## src/rtl/uart_bus_initiator.sv

```systemverilog
// Bus master for the UART core's 4-bit register bus: sequences host read/write cycles and
// optionally drains the receive FIFO into a one-entry valid/ready holding register.
module uart_bus_initiator #(
  parameter int unsigned STROBE_CYCLES = 2,
  parameter logic [3:0]  STATUS_ADDR   = 4'h1,
  parameter logic [3:0]  RXDATA_ADDR   = 4'h0,
  parameter int unsigned RX_EMPTY_BIT  = 0
) (
  input  logic       clk,
  input  logic       rst,
  input  logic       p_ReqValid_i,
  output logic       p_ReqReady_o,
  input  logic       p_ReqWrite_i,
  input  logic [3:0] ReqAddr_i,
  input  logic [7:0] ReqData_i,
  output logic       p_RspValid_o,
  output logic [7:0] RspData_o,
  input  logic       p_DrainEn_i,
  input  logic       p_IrqSig_i,
  output logic [7:0] RxByte_o,
  output logic       p_RxByteValid_o,
  input  logic       p_RxByteReady_i,
  output logic [3:0] AddrBus_o,
  output logic       n_ChipSelect_o,
  output logic       n_rd_o,
  output logic       n_we_o,
  output logic [7:0] DataBus_o,
  input  logic [7:0] DataBus_i,
  output logic       p_Busy_o
);

  typedef enum logic [1:0] {IDLE, SETUP, STROBE, HOLD} state_e;
  typedef enum logic [1:0] {HOST, DRN_STAT, DRN_DATA} op_e;

  state_e     state, stateNext;
  op_e        op, opNext;
  logic [3:0] strobeCnt, strobeCntNext;
  logic       isWrite;
  logic       rxEmpty;
  logic       accept, drainStart, drainData, lastStrobe;

  assign lastStrobe = (state == STROBE) && (strobeCnt == 4'(STROBE_CYCLES));

  // A drain never rests in IDLE (status -> data goes HOLD -> SETUP directly),
  // so IDLE alone means no drain is in flight and the host may be accepted.
  assign p_ReqReady_o = (state == IDLE);
  assign p_Busy_o     = (state != IDLE);

  always_comb begin
    // NOTE: every signal gets a default first so no path can infer a latch.
    stateNext     = state;
    opNext        = op;
    strobeCntNext = strobeCnt;
    accept        = 1'b0;
    drainStart    = 1'b0;
    drainData     = 1'b0;
    unique case (state)
      IDLE: begin
        if (p_ReqValid_i) begin
          accept    = 1'b1;
          stateNext = SETUP;
          opNext    = HOST;
        end else if (p_DrainEn_i && p_IrqSig_i && !p_RxByteValid_o) begin
          drainStart = 1'b1;
          stateNext  = SETUP;
          opNext     = DRN_STAT;
        end
      end
      SETUP: begin
        stateNext     = STROBE;
        strobeCntNext = 4'd1;
      end
      STROBE: begin
        if (lastStrobe) stateNext = HOLD;
        else            strobeCntNext = strobeCnt + 4'd1;
      end
      HOLD: begin
        if (op == DRN_STAT && !rxEmpty) begin
          drainData = 1'b1;
          stateNext = SETUP;
          opNext    = DRN_DATA;
        end else begin
          stateNext = IDLE;
        end
      end
      default: stateNext = IDLE;
    endcase
  end

  // Bus strobes are registered from the next state so the pins never glitch.
  always_ff @(posedge clk or negedge rst) begin
    if (!rst) begin
      // NOTE: non-blocking assignments keep every flop sampling pre-edge values.
      state          <= IDLE;
      op             <= HOST;
      strobeCnt      <= '0;
      isWrite        <= 1'b0;
      rxEmpty        <= 1'b1;
      AddrBus_o      <= '0;
      DataBus_o      <= '0;
      n_ChipSelect_o <= 1'b1;
      n_rd_o         <= 1'b1;
      n_we_o         <= 1'b1;
    end else begin
      state          <= stateNext;
      op             <= opNext;
      strobeCnt      <= strobeCntNext;
      n_ChipSelect_o <= (stateNext == IDLE);
      n_rd_o         <= !(stateNext == STROBE && !isWrite);
      n_we_o         <= !(stateNext == STROBE && isWrite);
      if (accept) begin
        isWrite   <= p_ReqWrite_i;
        AddrBus_o <= ReqAddr_i;
        if (p_ReqWrite_i) DataBus_o <= ReqData_i;
      end else if (drainStart) begin
        isWrite   <= 1'b0;
        AddrBus_o <= STATUS_ADDR;
      end else if (drainData) begin
        AddrBus_o <= RXDATA_ADDR;
      end
      if (lastStrobe && op == DRN_STAT) rxEmpty <= DataBus_i[RX_EMPTY_BIT];
    end
  end

  always_ff @(posedge clk or negedge rst) begin
    if (!rst) begin
      p_RspValid_o    <= 1'b0;
      RspData_o       <= '0;
      RxByte_o        <= '0;
      p_RxByteValid_o <= 1'b0;
    end else begin
      p_RspValid_o <= lastStrobe && (op == HOST) && !isWrite;
      if (lastStrobe && op == HOST && !isWrite) RspData_o <= DataBus_i;
      if (lastStrobe && op == DRN_DATA) begin
        RxByte_o        <= DataBus_i;
        p_RxByteValid_o <= 1'b1;
      end else if (p_RxByteValid_o && p_RxByteReady_i) begin
        p_RxByteValid_o <= 1'b0;
      end
    end
  end

endmodule

```

## config.mk

```make
export PLATFORM = sky130hd
export DESIGN_NAME = uart_bus_initiator
export DESIGN_NICKNAME = d
export VERILOG_FILES = /design/src/rtl/uart_bus_initiator.sv
export SDC_FILE = /design/constraint.sdc
export NUM_CORES = 1
export LEC_CHECK = 0
export CELL_PAD_IN_SITES_DETAIL_PLACEMENT = 1
export CELL_PAD_IN_SITES_GLOBAL_PLACEMENT = 2
export CORE_UTILIZATION = 40
export DETAILED_ROUTE_END_ITERATION = 10
export DONT_BUFFER_PORTS = 1
export GPL_TIMING_DRIVEN = 0
export HOLD_SLACK_MARGIN = 0.1
export PLACE_DENSITY_LB_ADDON = 0.1
export REMOVE_ABC_BUFFERS = 1
export SETUP_SLACK_MARGIN = 0.02
export SYNTH_ARGS = -nofsm -noshare
export SYNTH_HDL_FRONTEND = slang
export SYNTH_SLANG_ARGS = --single-unit
```

## constraint.sdc

```tcl
create_clock -name clk -period 2.1 [get_ports clk]
set_input_delay 0.42 -clock clk [delete_from_list [all_inputs] [get_ports clk]]
set_output_delay 0.42 -clock clk [all_outputs]
set_load 0.05 [all_outputs]
```

==> results by stage, run 1 <==
Outcome:
- The run finished, with violations left.
- The checks that failed: DRC.

Logic synthesis:
- The average cell area after synthesis is ~14 um^2.
- The warning count from the yosys run is 0.
- In this run, synthesis inferred 0 flip-flops with an integrated enable.
- In the post-synthesis netlist, the biggest area contributors are sky130_fd_sc_hd__dfrtp_1 52%, sky130_fd_sc_hd__mux2_2 15%, sky130_fd_sc_hd__dfstp_2 5.6%, sky130_fd_sc_hd__ha_1 4.0%, sky130_fd_sc_hd__nand4b_4 2.5%.
- The dominant register cell in the synthesized netlist is sky130_fd_sc_hd__dfrtp_1.
- The share of synthesized area in the top cell type comes to 0.520.
- The area of the mapped netlist is 1880 um^2.
- The number of different library cells used by synthesis comes to 36.
- In the synthesized netlist, the cells that appear most often are 39 x sky130_fd_sc_hd__dfrtp_1, 25 x sky130_fd_sc_hd__mux2_2, 11 x sky130_fd_sc_hd__inv_1, 6 x sky130_fd_sc_hd__ha_1, 5 x sky130_fd_sc_hd__o21ai_0.
- The share of synthesized flip-flops with an asynchronous set or reset is 1.00.
- The cell count after synthesis is 136.
- The post-synthesis register bit count is 43.
- The sequential cell area fraction in the yosys report is 0.576.
- The biggest area contributor in the post-synthesis netlist is sky130_fd_sc_hd__dfrtp_1.
- Among all cell types in the netlist, the one instantiated most often is sky130_fd_sc_hd__dfrtp_1.

Clock tree:
- The CTS tree is done.
- The post-CTS setup-driven buffer insertion count is 0.
- The number of buffers created by CTS is 5.
- For this design, the sink count on the clock tree is 43.
- After clock tree synthesis, the clock-pin slew on the worst setup and hold paths is roughly 80 ps.
- The longest clock path from root to sink contains 2 buffers.
- The later pin in the worst-skew pair is clocked with a latency of 290 ps.
- The clock tree root buffer cell is sky130_fd_sc_hd__clkbuf_8.
- CTS built an H-tree with a depth of 2.

Drt:
- The remaining antenna violation count after routing is 0.
- The total routed wirelength is 3670 um.
- The routed layout has roughly 1100 vias.
- Dividing the detail-routed via count by the number of cells gives 5.60.
- The average wire per cell in the routed design is about 19 um.
- The starting DRC count in detailed routing is 41.
- The total iterations of the first detailed-routing run is 7.
- The post-detailed-route DRC marker count is 4.

Floorplanning:
- The placeable core region is 4440 um^2.
- Pin placement for this block handled 62 I/O pins.
- The area enclosed by the die boundary is ~5000 um^2.
- The die boundary width is 70.5 um.
- From bottom edge to top edge, the die measures 70.5 um.
- The initial standard-cell utilization of the core is 0.422.
- The number of cell rows is 24.

Min path:
- The type of the tightest min-delay check is primary input to flop.

Worst setup path:
- Data on the critical path arrives at its endpoint at ~1500 ps.
- Data on the critical path is required at its endpoint by approximately 1700 ps.
- The class of the most critical setup path is flop to output port.
- Of all nets on the critical path, the largest fanout is 8.
- STA classifies the critical path endpoint as an output port.
- The slowest stage of the critical path is the sky130_fd_sc_hd__dfrtp_1 cell.
- The critical path goes through inv_1 -> ha_4 -> clkinvlp_4.
- For this run, the slowest stage of the critical path takes 440 ps.
- The worst setup path is launched from a flop.

Global routing:
- The number of global-route vias before repair was 1235.
- The initial antenna violation count is 0.
- Across every metal layer, demand over resource in global routing totals 0.160.
- Entering global routing, the biggest net connects 44 pins.
- Summed over all layers, the global routing overflow is 0.
- The wire length of the first global-routing pass is 6170 um.

Timing:
- Setup repair after global routing left no endpoint under its margin.
- The worst clock skew on the final layout is 7.69 ps.
- The final hold violation count is 0.
- The slew at the pin closest to its max-slew limit is 519 ps.
- Static timing analysis puts the maximum clock frequency at 0.513 GHz.
- The worst path in the final design needs a cycle of 1950 ps, including I/O delays and setup.
- Setup violations remaining at the end of the flow were counted as 0.
- The final worst hold slack is around 230 ps.
- The worst pin sits at a relative slew slack of 0.650.
- For the final routed database, the setup TNS stands at 0 ps.
- The number of pins exceeding their max-slew limit in the final report is 0.
- Of the available clock period, the critical path in the final layout requires 0.929.

Placement:
- During placement, the flow inserted port buffers numbering 0.
- The placer's final routability congestion estimate is just under 0.7.
- Detailed placement finished with a half-perimeter wire length of 2670 um.

Final layout:
- The number of diodes is 0.
- The filler cell count in the final layout is 460.
- In the final layout, the share of cells above drive strength 1 is 0.315.
- Once layout is complete, the utilization of the core stands at 0.471.
- The final layout net count is 175.
- Compared with the post-synthesis result, the final layout area differs by 11.6%.

Flow run:
- Across the run, the number of max-cap violations was 0.
## state kept, by name, indices dropped and copies added, names as in the netlist, 2 cells and up
register,cells
state,2
op,2
DataBus_o,8
RspData_o,8
strobeCnt,4
AddrBus_o,4
RxByte_o,8
## stage by stage
stage	setup WS [ps]	cell area (um^2)	instances
2_1_floorplan	88.9	1870	133
3_3_place_gp	-106	1930	185
3_5_place_dp	-132	1930	185
4_1_cts	27.0	2080	195
5_1_grt	18.7	2090	195
6_report	149	2090	195
## cells by family after synthesis
kind of cell | after synthesis | synth area share
and+or+nand+nor | 23 | 0.103
xor gates and xnor gates | 1 | 0.00467
buffers and inverters | 14 | 0.0280
DFF | 43 | 0.576
muxes | 28 | 0.166
adders and majority gates | 6 | 0.0400
AOI/OAI and AO/OA | 21 | 0.0820
## path summary, 6_finish.rpt
path | endpoint | from | cells past startpoint | slack (ps)
setup / recovery | p_Busy_o | state[0] | 3 | 150
hold / removal | p_RxByteValid_o | p_RxByteReady_i | 1 | 230
setup reg to reg | RspData_o[6] | strobeCnt[0] | 5 | 190
hold reg to reg | strobeCnt[3] | strobeCnt[3] | 1 | 550
max in group asynchronous | rxEmpty | rst | 2 | 1250
min in group asynchronous | strobeCnt[3] | rst | 2 | 580
## routing by layer
metal  global-route usage  part of all wire  vias up
li1                     -                 -      504
met4               0.0340            0.0022        0
met2                0.271              0.51       42
met3               0.0722             0.084        2
met5                    0                 0        -
met1                0.187              0.41      544
## placed cells by master, fill, tap and decap left out, types with 2 or more instances in the layout
master	count
sky130_fd_sc_hd__o21ai_0	5
sky130_fd_sc_hd__a21oi_1	2
sky130_fd_sc_hd__inv_1	10
sky130_fd_sc_hd__nor2_1	2
sky130_fd_sc_hd__nor4_1	2
sky130_fd_sc_hd__nor3_1	3
sky130_fd_sc_hd__nand2_1	2
sky130_fd_sc_hd__dfrtp_1	39
sky130_fd_sc_hd__clkbuf_8	6
sky130_fd_sc_hd__a32o_1	3
sky130_fd_sc_hd__mux2i_1	3
sky130_fd_sc_hd__a22o_1	3
sky130_fd_sc_hd__nand4b_4	2
sky130_fd_sc_hd__mux2_2	25
sky130_fd_sc_hd__a32oi_1	2
sky130_fd_sc_hd__dfstp_2	4
sky130_fd_sc_hd__ha_1	5
## cell type report
cell class | instances | area [um^2] | share of cell area
flip-flops and latches | 43 | 1080 | 0.516
clock inverters | 2 | 35.0 | 0.0167
inverters | 11 | 45.0 | 0.0215
clock buffers | 6 | 82.6 | 0.0394
well taps | 52 | 65.1 | 0.0311
repair buffers | 2 | 30.0 | 0.0143
multi-input cells | 79 | 756 | 0.361
## what timing repair did
item | CTS | global route
resized for setup | 1 | 2
hold endpoints to repair | 43 | 0
hold buffers | 2 | 0
endpoints found under the setup margin | 11 | 1
## worst max-delay path: cells and delay by family (launching register included)
family	cells	cell delay, ps
fa+ha+maj	1	310
buf+inv	2	490
flops	1	440
Power of run 1 is left out: the tool's default activity adds up to more than one toggle a clock period on the data nets, which glitch-free logic cannot reach.
==> inputs of run 2 (changes only) <==
Settings changed: CTS_CLUSTER_DIAMETER set to 120, PLACE_DENSITY set to 0.78, PLACE_DENSITY_LB_ADDON 0.1 to unset.
==> results by stage, run 2 (synthesis gave the netlist of run 1 again) <==
Clock tree:
- The number of buffers created by CTS is 5.
- The clock drives 43 sinks.
- Counting along the longest clock path gives a buffer depth of 2.
- In this run the clock root is driven by a sky130_fd_sc_hd__clkbuf_8.
- The post-CTS setup-driven buffer insertion count is 0.
- At the later pin of the worst-skew pair, clock insertion delay measures 300 ps.
- In this run the number of H-tree levels came out at 2.
- After clock tree synthesis, the clock-pin slew on the worst setup and hold paths is 80 ps.
- The CTS tree is done.

Drt:
- The routed design has about 3600 um of wire.
- The first detailed-routing pass ran for 8 iterations.
- The average wire per cell in the routed design is 18.7 um.
- For this block, the via count after detailed routing is 1120.
- The average vias per placed instance is roughly 5.7.
- In this run, the number of DRC markers left after iteration 0 of detailed routing was 62.
- For this run, design rule violations remaining after detail routing come to 4.
- The remaining antenna violation count after routing is 0.

Final layout:
- The largest registers in the layout are DataBus_o (8), RspData_o (8), RxByte_o (8).
- From synthesis to final layout, the design area changed by 11.3%.
- After the last flow step, the layout net total stands at 175.
- Excluding fillers, the count of instances in the completed layout stands at about 200.
- At the end of the flow the core is filled with cells to 0.470.
- Leaving out fill and tap cells, the most frequent cell in the layout is sky130_fd_sc_hd__dfrtp_1.
- 0 antenna diodes ended up in the layout.
- In the final layout, the share of cells above drive strength 1 is 0.315.
- The library cells used most frequently in the layout, excluding fill and tap cells, are 39 x sky130_fd_sc_hd__dfrtp_1, 25 x sky130_fd_sc_hd__mux2_2, 10 x sky130_fd_sc_hd__inv_1.
- The filler cell count in the final layout is 456.

Worst setup path:
- The signal arrival time at the worst endpoint is 1530 ps.
- The endpoint type of the worst setup path is an output port.
- In this run the register-to-register setup slack is 190 ps.
- Data on the critical path is required at its endpoint by 1680 ps.
- The sort of element at the start of the critical path is a flop.
- The class of the most critical setup path is flop to output port.
- The top fanout value on the critical path is 8.

Floorplanning:
- The number of I/O pins is 62.
- The die covers 4970 um^2.
- After floorplanning, the core was sized to cover 4440 um^2.
- In this run the horizontal extent of the chip is 70.5 um.
- The initial standard-cell utilization of the core is 0.422.
- The die boundary height is 70.5 um.
- The initialized floorplan defines 24 standard-cell rows.

Placement:
- Once placement completed, the tool counted placed cells totaling 185.
- The number of buffers inserted by port buffering is 0.
- OpenSTA, run right after detailed placement, puts the worst setup slack at -121 ps.
- The placer's final routability congestion estimate is about 0.78.
- Once detailed placement completed, the half-perimeter wirelength came to around 2700 um.

Global routing:
- The all-layer global routing usage is 0.162.
- The number of global-route vias before repair is 1257.
- The remaining global-route overflow is 0.
- The largest net degree at the start of global routing is 44.
- The wire length of the first global-routing pass is 6090 um.
- The initial antenna violation count is 0.

Timing:
- The post-route minimum period is between 1500 and 2000 ps.
- The worst path meets setup with 155 ps of slack.
- Setup total negative slack on the finished layout was measured at 0 ps.
- At the pin with the least slew margin, the transition time is 569 ps.
- Setup violations remaining at the end of the flow were counted as 0.
- Between clock sinks in the finished design, the worst skew comes to 6.65 ps.
- The final cycle utilization of the critical path is 0.926.
- The final hold violation count came to 0.
- Based on the critical path, the design can be clocked at up to 0.514 GHz.
- Setup repair after global routing left no endpoint under its margin.
- The worst pin sits at a relative slew slack of 0.617.
- The number of pins exceeding their max-slew limit in the final report was 0.

Outcome:
- The checks that failed: DRC.
- The flow ran to the end, but the final reports show violations.

Flow run:
- The tool flagged a number of max-cap violations equal to 0.

Min path:
- The min-delay analysis places its worst path in the category primary input to flop.
[run 2: final cells by class]
class                      instances  area, um^2  area share
timing repair buffer               2        30.0      0.0144
clock inverter                     3        43.8      0.0210
sequential                        43        1080       0.517
multi-input combinational         79         756       0.362
clock buffer                       5        68.8      0.0329
tap                               52        65.1      0.0311
inverter                          11        45.0      0.0216
[run 2: path summary, 6_finish.rpt]
kind,depth (start not counted),startpoint,endpoint
worst min-delay path,1,p_RxByteReady_i,p_RxByteValid_o
worst min register to register,1,strobeCnt[3],strobeCnt[3]
worst max-delay path,3,state[0],p_Busy_o
max in group asynchronous,2,rst,rxEmpty
worst max register to register,5,strobeCnt[0],RxByte_o[4]
min in group asynchronous,2,rst,strobeCnt[3]
[run 2: repair_timing]
action                     in CTS  in global routing
hold endpoints to repair       43                  0
hold buffers                    2                  0
setup endpoints to repair      11                  1
gates resized for setup         1                  2
[run 2: critical path: stages, from the launching register on]
cell and delay (ps):
sky130_fd_sc_hd__dfrtp_1 430, sky130_fd_sc_hd__inv_1 140, sky130_fd_sc_hd__ha_4 310, sky130_fd_sc_hd__clkinvlp_4 350
[run 2: through the flow]
| stage | hold WS [ps] | cell area [um^2] |
|---|---|---|
| detailed placement | 126 | 1930 |
| global route | 217 | 2090 |
| finish | 220 | 2090 |
| CTS | 207 | 2080 |
| floorplan | 124 | 1870 |
| global placement | 126 | 1930 |
[run 2: routing by layer]
layer / track usage / wire, um
met5: 0 / 0
met4: 0.0544 / 52
met3: 0.0620 / 302
met2: 0.277 / 1890
met1: 0.188 / 1410
Power of run 2 is left out for the same reason.
==> inputs of run 3 (changes only) <==
Settings changed: GPL_TIMING_DRIVEN 0 to unset.
==> results by stage, run 3 (synthesis gave the netlist of run 1 again) <==
Timing:
- Based on the critical path, the design can be clocked at up to 0.536 GHz.
- The slew at the pin closest to its max-slew limit is between 500 and 600 ps.
- Setup repair after global routing left no endpoint under its margin.
- The worst pin sits at a relative slew slack of 0.620.
- The number of pins exceeding their max-slew limit in the final report was 0.
- The worst clock skew on the final layout is 9.36 ps.
- Dividing the final minimum period by the clock period gives 0.888.
- The routed design could run at a clock period as short as 1860 ps.
- The worst path meets setup with 236 ps of slack.
- The final hold violation count is 0.
- After routing, the total negative slack on setup checks comes to 0 ps.
- The count of final setup violators is 0.

Worst setup path:
- By startpoint and endpoint, the worst setup path is classified as flop to output port.
- The sort of element at the start of the critical path is a flop.
- The worst register-to-register path has a setup slack of around 250 ps.
- The most critical setup path has its endpoint at p_Busy_o.
- The timing startpoint of the critical path is state[0].
- Of all nets on the critical path, the largest fanout is 5.
- The number of cells on the worst reg-to-reg path is 5.
- The endpoint type of the worst setup path is an output port.
- For the worst setup path, the data required time is 1680 ps.
- The worst register-to-register path begins at strobeCnt[0].
- The signal arrival time at the worst endpoint is around 1400 ps.
- The worst flop-to-flop path endpoint is RxByte_o[4].

Drt:
- The average wire per cell in the routed design is 18.6 um.
- The routed length on met2 is 1940 um.
- Routed signal wires occupy layers up through met4.
- For this block, the initial DRC count from the detailed router was 46.
- The remaining antenna violation count after routing is 0.
- The pre-antenna-repair detailed-routing pass consisted of 9 iterations.
- In the routed layout, each cell is associated on average with a via count of 5.73.
- After detailed routing, the total wire length is about 3700 um.
- The via count of the routed design is 1134.
- After detailed routing, the wire length on met1 is 1440 um.
- For this run, design rule violations remaining after detail routing come to 5.
- The detailed route wirelength on metal3 is 257 um.

Outcome:
- The run finished, with violations left.
- The final reports fail on DRC.

Final layout:
- In the final layout, the registers with the most flip-flops are DataBus_o (8), RspData_o (8), RxByte_o (8).
- The library cells used most frequently in the layout, excluding fill and tap cells, are 39 x sky130_fd_sc_hd__dfrtp_1, 25 x sky130_fd_sc_hd__mux2_2, 11 x sky130_fd_sc_hd__inv_1.
- Of the cells placed in the final design, the portion with a size suffix greater than 1 is 0.308.
- The number of diodes is 0.
- Leaving out fill and tap cells, the most frequent cell in the layout is sky130_fd_sc_hd__dfrtp_1.
- In the final design database the tool counted 178 nets.
- Excluding fillers, the count of instances in the completed layout stands at 198.
- Compared with the post-synthesis result, the final layout area differs by 11.5%.
- After filler insertion, the fill cell instance count of the layout stands at roughly 470.

Floorplanning:
- The total area inside the core boundary comes to 4440 um^2.
- The initialized floorplan defines 24 standard-cell rows.
- Pin placement for this block handled 62 I/O pins.
- Measured along the y axis, the die boundary spans 70.5 um.
- The initial standard-cell utilization of the core is 0.422.
- The die is ~71 um wide.
- The die covers 4970 um^2.

Placement:
- The total instance count after detailed placement is 188.
- During placement, the flow inserted port buffers numbering 0.
- Routability-driven placement finished with a final weighted congestion of 0.752.
- The post-detailed-placement half-perimeter wirelength is 2780 um.
- Prior to clock tree synthesis, the placed netlist has a worst setup slack of between 200 and 250 ps.

Clock tree:
- CTS placed an instance of sky130_fd_sc_hd__clkbuf_8 at the clock tree root.
- The count of cells resized by post-cts repair is 0.
- The post-CTS clock slew at the launch and capture registers of the worst setup and hold paths is 80 ps.
- In this run the deepest clock path goes through 2 buffers.
- TritonCTS built the clock tree.
- TritonCTS created 5 clock buffers.
- The clock tree synthesis step divided the H-tree into 2 levels.
- The clock latency on the worst-skew pair is 290 ps.
- The sink count of the clock tree is between 40 and 50.
- The post-CTS setup-driven buffer insertion count is 0.

Global routing:
- The all-layer global routing usage is 0.164.
- The number of global-route vias before repair came to 1343.
- The initial antenna violation count is 0.
- Global routing finished with a remaining overflow of 0.
- The first global-routing pass estimated around 6200 um of wire.
- Entering global routing, the biggest net connects 44 pins.

Min path:
- The type of the tightest min-delay check is primary input to flop.

Flow run:
- The max-cap check violation count is 0.
## run 3: cell types whose count changed in the layout (fill, tap and decap cells not counted)
| cell | change |
|---|---|
| sky130_fd_sc_hd__buf_4 | +3 |
| sky130_fd_sc_hd__clkbuf_1 | +1 |
| sky130_fd_sc_hd__clkinv_2 | -1 |
| sky130_fd_sc_hd__clkinv_4 | -1 |
| sky130_fd_sc_hd__ha_1 | +1 |
| sky130_fd_sc_hd__ha_4 | -1 |
| sky130_fd_sc_hd__inv_1 | +1 |
## run 3: repair_timing
| item | CTS | global route |
|---|---|---|
| setup endpoints to repair | 0 | 0 |
| hold endpoints to repair | 43 | 0 |
| hold buffers | 2 | 0 |
## run 3: layout make-up
type,count,area [um^2],area share
clock buffers,6,72.6,0.0347
clock inverters,2,37.5,0.0179
inverters,11,41.3,0.0197
multi-input cells,79,743,0.355
flip-flops and latches,43,1080,0.516
well taps,52,65.1,0.0311
repair buffers,5,52.6,0.0251
## run 3: how the worst min path moves through the flow
stage | start | to | slack, ps | depth (start not counted)
detailed placement | rst | strobeCnt[3] | 130 | 0
finish | p_RxByteReady_i | p_RxByteValid_o | 240 | 1
global route | p_RxByteReady_i | p_RxByteValid_o | 230 | 1
global placement | rst | strobeCnt[3] | 130 | 0
CTS | p_RxByteReady_i | p_RxByteValid_o | 240 | 1
floorplan | rst | AddrBus_o[0] | 120 | 0
## run 3: metal layers
metal,up-vias,global-route usage
met5,-,0
li1,509,-
met2,36,0.287
met3,6,0.0635
met1,583,0.184
met4,0,0.0544
## run 3: critical path, cell delays in order, from the launching register on
cell and delay (ps):
sky130_fd_sc_hd__dfrtp_1 430, sky130_fd_sc_hd__inv_1 90, sky130_fd_sc_hd__ha_1 260, sky130_fd_sc_hd__inv_1 150, sky130_fd_sc_hd__buf_4 220
## run 3: metrics by stage
step	hold WS [ps]	area [um^2]	utilization
2_1_floorplan	124	1870	-
3_3_place_gp	126	1950	0.439
3_5_place_dp	126	1950	0.439
4_1_cts	242	2090	0.471
5_1_grt	232	2090	0.471
6_report	242	2090	0.471
Power of run 3 is left out for the same reason.
